## src/rtl/ahb3lite_apb_bridge.sv

```systemverilog
// AHB3-Lite slave to APB4 master bridge, single clock domain (PCLK = HCLK).
// One outstanding transfer; the AHB data phase is stretched until the APB access ends.
module ahb3lite_apb_bridge #(
   parameter int HADDR_SIZE = 32,
   parameter int HDATA_SIZE = 32,
   parameter int PADDR_SIZE = 16
) (
   input  logic                  HRESETN,
   input  logic                  HCLK,
   input  logic                  HSEL,
   input  logic [HADDR_SIZE-1:0] HADDR,
   input  logic [HDATA_SIZE-1:0] HWDATA,
   output logic [HDATA_SIZE-1:0] HRDATA,
   input  logic                  HWRITE,
   input  logic [2:0]            HSIZE,
   input  logic [2:0]            HBURST,
   input  logic [3:0]            HPROT,
   input  logic [1:0]            HTRANS,
   input  logic                  HMASTLOCK,
   input  logic                  HREADY,
   output logic                  HREADYOUT,
   output logic                  HRESP,
   output logic                  PSEL,
   output logic                  PENABLE,
   output logic [2:0]            PPROT,
   output logic                  PWRITE,
   output logic [3:0]            PSTRB,
   output logic [PADDR_SIZE-1:0] PADDR,
   output logic [HDATA_SIZE-1:0] PWDATA,
   input  logic [HDATA_SIZE-1:0] PRDATA,
   input  logic                  PREADY,
   input  logic                  PSLVERR
);

   typedef enum logic [2:0] {
      S_IDLE,
      S_WDATA,
      S_SETUP,
      S_ACCESS,
      S_ERR1,
      S_ERR2
   } state_t;

   state_t     r_state;
   logic       w_accept;
   logic [3:0] w_strb;
   logic       w_unused;

   assign w_accept = HSEL & HREADY & HTRANS[1];
   assign w_unused = ^{HBURST, HMASTLOCK, HTRANS[0], HPROT[3:2], HADDR[HADDR_SIZE-1:PADDR_SIZE]};

   always_comb begin
      w_strb = '0;
      case (HSIZE)
         3'd0:    w_strb = 4'b0001 << HADDR[1:0];
         3'd1:    w_strb = HADDR[1] ? 4'b1100 : 4'b0011;
         3'd2:    w_strb = 4'b1111;
         default: w_strb = '0;
      endcase
   end

   always_ff @(posedge HCLK or negedge HRESETN) begin
      if (!HRESETN) begin
         r_state   <= S_IDLE;
         HREADYOUT <= 1'b1;
         HRESP     <= 1'b0;
         HRDATA    <= '0;
         PSEL      <= 1'b0;
         PENABLE   <= 1'b0;
         PWRITE    <= 1'b0;
         PSTRB     <= '0;
         PADDR     <= '0;
         PWDATA    <= '0;
         PPROT     <= '0;
      end else begin
         case (r_state)
            S_IDLE: begin
               if (w_accept) begin
                  HREADYOUT <= 1'b0;
                  PADDR     <= HADDR[PADDR_SIZE-1:0];
                  PWRITE    <= HWRITE;
                  PSTRB     <= HWRITE ? w_strb : 4'b0000;
                  PPROT     <= {~HPROT[0], 1'b0, HPROT[1]};
                  // Oversized transfers skip the APB side; reads go straight to SETUP
                  // because no write data has to be waited for.
                  if (HSIZE > 3'd2) begin
                     HRESP   <= 1'b1;
                     r_state <= S_ERR1;
                  end else if (HWRITE) begin
                     r_state <= S_WDATA;
                  end else begin
                     PSEL    <= 1'b1;
                     r_state <= S_SETUP;
                  end
               end
            end
            S_WDATA: begin
               PWDATA  <= HWDATA;
               PSEL    <= 1'b1;
               r_state <= S_SETUP;
            end
            S_SETUP: begin
               PENABLE <= 1'b1;
               r_state <= S_ACCESS;
            end
            S_ACCESS: begin
               if (PREADY) begin
                  PSEL    <= 1'b0;
                  PENABLE <= 1'b0;
                  if (PSLVERR) begin
                     HRESP   <= 1'b1;
                     r_state <= S_ERR1;
                  end else begin
                     if (!PWRITE) HRDATA <= PRDATA;
                     HREADYOUT <= 1'b1;
                     r_state   <= S_IDLE;
                  end
               end
            end
            S_ERR1: begin
               HREADYOUT <= 1'b1;
               r_state   <= S_ERR2;
            end
            S_ERR2: begin
               HRESP   <= 1'b0;
               r_state <= S_IDLE;
            end
            default: r_state <= S_IDLE;
         endcase
      end
   end

endmodule
```

## config.mk

```make
export PLATFORM = sky130hd
export DESIGN_NAME = ahb3lite_apb_bridge
export DESIGN_NICKNAME = d
export VERILOG_FILES = /design/src/rtl/ahb3lite_apb_bridge.sv
export SDC_FILE = /design/constraint.sdc
export NUM_CORES = 1
export LEC_CHECK = 0
export CORE_ASPECT_RATIO = 1.5
export CORE_MARGIN = 1
export CORE_UTILIZATION = 38
export CTS_CLUSTER_DIAMETER = 120
export CTS_CLUSTER_SIZE = 20
export DETAILED_ROUTE_END_ITERATION = 10
export PLACE_DENSITY = 0.8
export SETUP_SLACK_MARGIN = 0.1
export SYNTH_ARGS = -nofsm -noshare
export SYNTH_HDL_FRONTEND = slang
export SYNTH_SLANG_ARGS = --single-unit
```

## constraint.sdc

```tcl
create_clock -name HCLK -period 1.98 [get_ports HCLK]
set_input_delay 0.594 -clock HCLK [delete_from_list [all_inputs] [get_ports HCLK]]
set_output_delay 0.594 -clock HCLK [all_outputs]
set_load 0.05 [all_outputs]
```

Yosys cells after proc, flatten, opt, wreduce, memory -nomap -nowiden
Cells that the tools add are included.

Register bits: 94. Output and inout bits: 92.

$lt $le $gt $ge: 1. Equal/unequal tests: 14. Shift operators: 1. Muxes and demuxes: 24. Bitwise gates (word level): 5. Reduce and logical (&&, ||, !) cells: 13.

Operator list (count): $pmux 3 s5 (1); $ne 2x2->1 const B (7); $mux 3 (4); $pmux 4 s3 (1); $mux 1 (11); $reduce_and 5->1 (2); $eq 3x2->1 const B (3); $pmux 1 s3 (3); $reduce_bool 3->1 (3); $mux 4 (2); $reduce_and 4->1 (2); $eq 3x1->1 const B (2); $eq 3x3->1 const B (2); $logic_not 3->1 (2); $reduce_and 2->1 (3); $shl 1x2->4 const A (1); $gt 3x2->1 const B (1); $not 1->1 (3); $and 1x1->1 (2); $mux 2 (1); $pmux 1 s2 (1); $reduce_bool 2->1 (1).

Depth between registers and ports, before layout
Gate-level depths: netlist (run 1).

Depth in word-level cells: 4. Mapped depth: 5. Mapped depth without buffers: 3.

Worst setup path before layout (run 1)
OpenSTA, ideal clock, no wires.

Path type: in2reg. Start: input port PREADY. End: register HRDATA[11]. Setup time: 0.125 ns. Arrival: 1.490 ns. Slack: 0.366 ns. Stages on the path: 4. Path buffers: 1. Path through: nand4b_2 -> nor3_4 -> buf_6 -> mux2_2.

Longest elaborated chain between the ends: 1.

Ends and longest elaborated chain: from (decl) (line 31) `input logic PREADY,`; $reduce_and 4->1 (no line); to (signal assigned) (line 67) `HRDATA <= '0;`; to (signal assigned) (line 114) `if (!PWRITE) HRDATA <= PRDATA;`; to (decl) (line 13) `output logic [HDATA_SIZE-1:0] HRDATA,`.

Every way passes these cells. A chain may end at the register's enable or synchronous reset.

Worst setup path after layout (run 1)
Start: input port HTRANS[1]. End: register PADDR[5].

Longest elaborated chain between the ends: 2.

Ends and longest elaborated chain: from (decl) (line 18) `input logic [1:0] HTRANS,`; $and 1x1->1 (line 49) `assign w_accept = HSEL & HREADY & HTRANS[1];`; $reduce_and 2->1 (no line); to (signal assigned) (line 80) `PADDR <= HADDR[PADDR_SIZE-1:0];`; to (decl) (line 28) `output logic [PADDR_SIZE-1:0] PADDR,`.

Every way passes these cells.

==> results of run 1 <==
[critical path, delay by kind of cell]
| kind | cells | cell delay, ns |
|---|---|---|
| buffers and inverters | 2 | 0.63 |
| multiplexers | 1 | 0.36 |
| AND/OR/NAND/NOR | 2 | 0.30 |
[report_power, final]
part | switching, W | leakage, nW | total (W) | internal, W
sequential | 0.000514 | 1.14 | 0.00339 | 0.00287
clock | 0.000681 | 0.137 | 0.00166 | 0.000976
combinational | 0.00433 | 1.36 | 0.00665 | 0.00231
[registers in the layout, indices dropped and copies added (netlist names)]
signal,count
PADDR,16
PSTRB,4
PENABLE,1
HRDATA,32
HRESP,1
HREADYOUT,1
PPROT,2
PSEL,1
r_state,3
PWDATA,32
PWRITE,1
[worst max path at each step]
| stage | from | endpoint | slack, ns | depth (start not counted) |
|---|---|---|---|---|
| after floorplan | PREADY | HRDATA[11] | 0.37 | 4 |
| after global placement | PREADY | HRDATA[29] | -0.22 | 5 |
| after detailed placement | PREADY | HRDATA[4] | -0.21 | 5 |
| after CTS | PREADY | HRDATA[4] | 0.14 | 5 |
| after global routing | r_state[0] | HRDATA[4] | 0.23 | 5 |
| final | HTRANS[1] | PADDR[5] | 0.30 | 5 |
[placed cells by master (no fill, tap or decap), types with 2 or more instances in the layout]
cell,instances
o21ai_0,10
clkdlybuf4s50_1,90
nand3b_1,2
buf_6,2
nor2_1,4
a21oi_1,4
and3_1,2
o31ai_1,4
buf_4,102
dfrtp_1,93
clkbuf_1,3
o311ai_0,2
mux2_1,4
nor3_4,2
nand3_1,2
mux2_2,77
clkbuf_16,10
clkinv_2,2
buf_12,4
inv_1,3
[logic make-up after synthesis]
group,after synthesis
other,1
muxes,81
DFF,94
buffers and inverters,15
AOI/OAI and AO/OA,27
and+or+nand+nor,19
[metal layers]
layer | share of wire (%) | vias to the layer above
met1 | 35 | 1348
met5 | 0 | -
met4 | 1.4 | 0
met3 | 7.6 | 10
li1 | - | 1257
met2 | 56 | 114
[metrics by stage]
stage / instance area [um^2] / total power, W / hold WS, ns
2_1_floorplan: 3694 / 0.007900 / 0.2984
3_3_place_gp: 5504 / 0.009933 / 0.4722
3_5_place_dp: 5504 / 0.01010 / 0.4819
4_1_cts: 5788 / 0.01178 / 0.1836
5_1_grt: 5838 / 0.01224 / 0.1945
6_report: 5838 / 0.01169 / 0.1819
[cell type report]
class,instances,area (um^2)
clock inverter,4,47.55
inverter,4,15.01
clock buffer,12,236.5
sequential,94,2354
multi-input combinational,128,1239
tap,112,140.1
timing repair buffer,200,1807
fill,737,3523
[repair_timing]
item	in CTS	in global routing
hold buffers	0	0
gates resized for setup	0	2
buffers inserted	0	1
hold endpoints to repair	0	0
endpoints found under the setup margin	0	21
==> reports/qor.yml, run 1 <==
outcome:
  outcome: "finished, final reports clean"
setup_path:
  cp_data_arrival_time_ns: 1.89
  r2r-start: "r_state[0]"
  critical_path_class: "input port to flip-flop"
  cp-start-kind: "input port"
  rrSetupSlack_ns: 0.32
  timing.rr.end: "HRDATA[4]"
  cp_slowest_cell: "clkdlybuf4s50_1"
  crit_fanout: 14
  path_cells: "clkdlybuf4s50_1 > and3_1 > nand3_2 > buf_4 > mux2_2"
  cp-end-kind: "flip-flop"
  max_stage_delay_ns: 0.41
  r2r_cells: 5
  worstPathRequired_ns: 2.19
route:
  postRouteAntennaNets: 0
  drc: 0
  routed_wl_um: 9066
  wl_per_cell_um: 16.36
  vias_per_cell: 4.926
  drt_iter0_markers: 64
  dr_total_vias: 2729
  firstDrtPassIters: 4
layout:
  drive_gt1_share_pct: 46.61
  stdcell_count: 554
  post-route-util_pct: 62.36
  nNetsFinal: 553
  synthToLayoutAreaGrowth_pct: 58.06
  diodes: 0
sta:
  worst_pin_slew_ns: 0.5146
  fmax_mhz: 596.5
  hold_viol_final: 0
  finalCritPeriodShare_pct: 84.67
  maxSlewHeadroom_pct: 65.26
  finalClockSkew_ns: 0.007722
  finalMaxSlewViolations: 0
  setup_violations: 0
  setup_slack_ns: 0.3035
  rsz0062_at_grt: "no"
  fin_setup_tns_ns: 0
  fin_crit_ns: 1.676
placed_design:
  dpl.hpwl_um: 6741
  gp_congestion: 0.8339
  dp_worst_setup_slack_ns: -0.2101
  portBuffers: 183
  place_inst: 535
clocking:
  clk_pin_slew_worst_paths_ns: 0.07
  cts_buffers: 9
  cts_root_buf: "clkbuf_16"
  cts_htree_levels: 3
  cts_buffer_depth: 2
  clock_latency_ns: 0.33
  clock_sinks: 94
  tritoncts: "yes"
global_route:
  grt-busiest-layer: "met2"
  grt.total_usage_pct: 18.07
  grt_max_degree: 41
  grt_pass1_wl_um: 13570
  grtUsageMet2_pct: 32.80
  use_met1_pct: 18.62
  grt_overflow: 0
  grt.met3_usage_pct: 5.948
  first_global_vias: 2869
  antenna_found_initial: 0
power:
  power.density_nw_per_um2: 2002
  irDropWorstVdd_uv: 1138
  leakagePower_nw: 2.630
yosys:
  yosysMostFrequentCell: "dfrtp_1"
  synth_area_leader_cell: "dfrtp_1"
  synth_mux_area_share_pct: 24.70
  synth_top_area_share_pct: 63.01
  synthTopCellsByCount: "dfrtp_1, mux2_2, o21ai_0"
  synthCells: 237
  netlist_area_um2: 3694
  synth_compound_area_share_pct: 4.878
  synth_xor_area_share_pct: 0
  ys_warn_count: 0
  synth_top_family_by_area: "multiplexers"
  seq_area_frac_synth_pct: 63.72
  synthFlopType: "dfrtp_1"
  synthArstFlopShare_pct: 100.0
  syn_nets: 353
  synth_edf_count: 0
  synthAdderAreaFrac_pct: 0
  synth_cell_types: 33
  syn_avg_cell_area_um2: 15.58
  synthTopCellsByArea: "dfrtp_1, mux2_2, o21ai_0"
  synth_seq_cells: 94
  synthSimpleGateAreaFrac_pct: 3.862
flow_run:
  maxCapViolCount: 0
worst_hold_path:
  hold_class: "input port to async pin"
floorplan:
  die_w_um: 82.50
  initial_core_util_pct: 39.45
  dieArea_um2: 10130
  ios: 208
  core_area_um2: 9361
  die_h_um: 122.7
  rows: 43
(Power assumes the default switching activity.)
==> run 2: changes to the inputs <==
--- a/config.mk
+++ b/config.mk
@@ -7,11 +7,11 @@
 export LEC_CHECK = 0
 export CORE_ASPECT_RATIO = 1.5
 export CORE_MARGIN = 1
-export CORE_UTILIZATION = 38
+export CORE_UTILIZATION = 35
 export CTS_CLUSTER_DIAMETER = 120
 export CTS_CLUSTER_SIZE = 20
 export DETAILED_ROUTE_END_ITERATION = 10
-export PLACE_DENSITY = 0.8
+export PLACE_DENSITY = 0.77
 export SETUP_SLACK_MARGIN = 0.1
 export SYNTH_ARGS = -nofsm -noshare
 export SYNTH_HDL_FRONTEND = slang
==> constraint.sdc (replaced) <==
create_clock -name HCLK -period 1.4 [get_ports HCLK]
set_input_delay 0.42 -clock HCLK [delete_from_list [all_inputs] [get_ports HCLK]]
set_output_delay 0.42 -clock HCLK [all_outputs]
set_load 0.05 [all_outputs]
==> reports/qor.yml, run 2 (same netlist as run 1, synthesis figures left out) <==
sta:
  hold_viol_final: 0  # unchanged
  fmax_mhz: 640.3
  setup_violations: 89  # was 0
  maxSlewHeadroom_pct: 61.49  # was 65.26%
  rsz0062_at_grt: "yes"  # was no
  finalMaxSlewViolations: 0  # unchanged
  worst_pin_slew_ns: 0.5687  # was 0.5146 ns
  finalClockSkew_ns: 0.009619  # was 0.007722 ns
  setup_slack_ns: -0.1618  # was 0.3035 ns
  fin_crit_ns: 1.562
  finalCritPeriodShare_pct: 111.6
  fin_setup_tns_ns: -10.48  # was 0 ns
layout:
  drive_gt1_share_pct: 57.89  # was 46.61%
  reg_top3: "HRDATA x32, PWDATA x32, PADDR x16"  # unchanged
  nNetsFinal: 625  # was 553
  most-common-layout-cells: "buf_12, dfrtp_1, clkdlybuf4s50_1"  # was buf_4, dfrtp_1, clkdlybuf4s50_1
  layout_commonest_cell: "buf_12"  # was buf_4
  synthToLayoutAreaGrowth_pct: 118.8  # was 58.06%
  diodes: 0  # unchanged
placed_design:
  dpl.hpwl_um: 7601  # was 6741 um
  portBuffers: 183  # unchanged
  gp_congestion: 0.8025  # was 0.8339
  dp_worst_setup_slack_ns: -0.6070  # was -0.2101 ns
power:
  power_w: 0.02305  # was 0.01169 W
  switching_share_pct: 41.01  # was 47.29%
  leakagePower_nw: 3.664  # was 2.630 nW
  irDropWorstVdd_uv: 1730  # was 1138 uV
  power.density_nw_per_um2: 2852  # was 2002 nW/um^2
  p_int_w: 0.01360  # was 0.006161 W
  pwr-share-comb_pct: 65.7  # was 56.9%
  clkPwrFrac_pct: 9.9  # was 14.2%
  seqPwrFrac_pct: 24.4  # was 29.0%
  power.switching_w: 0.009453  # was 0.005527 W
setup_path:
  crit_family: "buffers and inverters"  # unchanged
  crit_start: "PSLVERR"  # was HTRANS[1]
  cp_data_arrival_time_ns: 1.79  # was 1.89 ns
  cp-endpoint: "HRDATA[18]"  # was PADDR[5]
  path_buf_inv: 3  # was 2
  critical_path_class: "input port to flip-flop"  # unchanged
  cp_slowest_cell: "clkdlybuf4s50_1"  # unchanged
  max_stage_delay_ns: 0.48  # was 0.41 ns
  crit_fanout: 5  # was 14
  r2r_cells: 6  # was 5
  r2r-start: "r_state[1]"  # was r_state[0]
  cp-start-kind: "input port"  # unchanged
  worstPathRequired_ns: 1.63  # was 2.19 ns
  path_cells: "clkdlybuf4s50_1 > nor3_4 > buf_6 > clkbuf_16 > mux2_4"  # was clkdlybuf4s50_1 > and3_1 > nand3_2 > buf_4 > mux2_2
  timing.rr.end: "PADDR[13]"  # was HRDATA[4]
  cp.depth: 5  # unchanged
  rrSetupSlack_ns: -0.15  # was 0.32 ns
  cp-end-kind: "flip-flop"  # unchanged
global_route:
  first_global_vias: 3314  # was 2869
  grt_overflow: 0  # unchanged
  grt.total_usage_pct: 21.35  # was 18.07%
  grt_max_degree: 32  # was 41
  grt_pass1_wl_um: 17680  # was 13570 um
  antenna_found_initial: 0  # unchanged
clocking:
  cts_root_buf: "clkbuf_16"  # unchanged
  clock_sinks: 94  # unchanged
  cts_htree_levels: 3  # unchanged
  clock_latency_ns: 0.34  # was 0.33 ns
  clk_pin_slew_worst_paths_ns: 0.07  # about the same
  tritoncts: "yes"  # unchanged
  cts_buffer_depth: 2  # unchanged
  cts_buffers: 9  # unchanged
route:
  drt_iter0_markers: 69  # was 64
  postRouteAntennaNets: 0  # unchanged
  routed_wl_um: 12580  # was 9066 um
  wl_per_cell_um: 19.23  # was 16.36 um
  vias_per_cell: 4.722  # was 4.926
  firstDrtPassIters: 4  # unchanged
  drc: 0  # unchanged
  dr_total_vias: 3088  # was 2729
outcome:
  outcome: "finished, violations left"  # was finished, final reports clean
  violations: "setup timing"
flow_run:
  maxCapViolCount: 0  # unchanged
worst_hold_path:
  hold_class: "input port to async pin"  # unchanged
floorplan:
  initial_core_util_pct: 36.24  # was 39.45%
  core_area_um2: 10190  # was 9361 um^2
  rows: 45  # was 43
  die_h_um: 127.8  # was 122.7 um
  ios: 208  # unchanged
  dieArea_um2: 10980  # was 10130 um^2
  die_w_um: 85.88  # was 82.50 um
## run 2: per-stage QoR
step / cells / hold WS, ns / utilization [%] / instance area (um^2)
after floorplan: 237 / 0.1244 / - / 3756
after global placement: 573 / 0.3438 / 66.79 / 6807
after detailed placement: 573 / 0.3517 / 66.79 / 6807
after CTS: 616 / 0.5373 / 74.23 / 7565
after global routing: 654 / 0.5558 / 79.30 / 8082
final: 654 / 0.5184 / 79.30 / 8082
## run 2: how the worst min path moves through the flow
stage                 start         to  slack, ns  cells past startpoint
floorplan           HRESETN  HRDATA[0]       0.12                      0
global placement    HRESETN  PWDATA[0]       0.34                      1
detailed placement  HRESETN  PWDATA[0]       0.35                      1
CTS                 HRESETN  PWDATA[0]       0.54                      2
global route        HRESETN  PWDATA[0]       0.56                      2
finish              HRESETN  PWDATA[0]       0.52                      2
## run 2: area by class of cell
| type | count | area, um^2 |
|---|---|---|
| fillers | 533 | 2110 |
| repair buffers | 272 | 3689 |
| flip-flops and latches | 94 | 2357 |
| clock inverters | 3 | 21.27 |
| clock buffers | 12 | 246.5 |
| multi-input cells | 128 | 1577 |
| inverters | 4 | 15.01 |
| well taps | 141 | 176.4 |
## run 2: power by group through the flow
| stage | Combinational (W) | Clock, W | Sequential, W |
|---|---|---|---|
| final | 0.0151 | 0.00228 | 0.00562 |
| after global routing | 0.0156 | 0.00241 | 0.00576 |
| after CTS | 0.0139 | 0.00228 | 0.00555 |
| after detailed placement | 0.0128 | 0 | 0.00559 |
| after global placement | 0.0126 | 0 | 0.00548 |
| after floorplan | 0.00197 | 0 | 0.00933 |
## run 2: routing by layer
layer | share of wire (%) | global-route usage (%) | vias to the layer above
met4 | 1.7 | 6.569 | 0
met5 | 0 | 0 | -
met3 | 5.2 | 5.795 | 14
met1 | 37 | 22.49 | 1548
li1 | - | - | 1393
met2 | 56 | 40.48 | 133
## run 2: worst reg2reg max path: cells and delay by family, from the launching register on
kind	cells	cell delay, ns
buffers and inverters	3	0.48
and+or+nand+nor	2	0.25
DFF	1	0.43
muxes	1	0.29
## run 2: timing repair
item	CTS	global route
buffers inserted	23	36
pin swaps	8	4
endpoints found under the hold margin	17	0
gates resized for setup	70	44
cloned	4	3
hold buffers	1	0
setup endpoints to repair	184	184
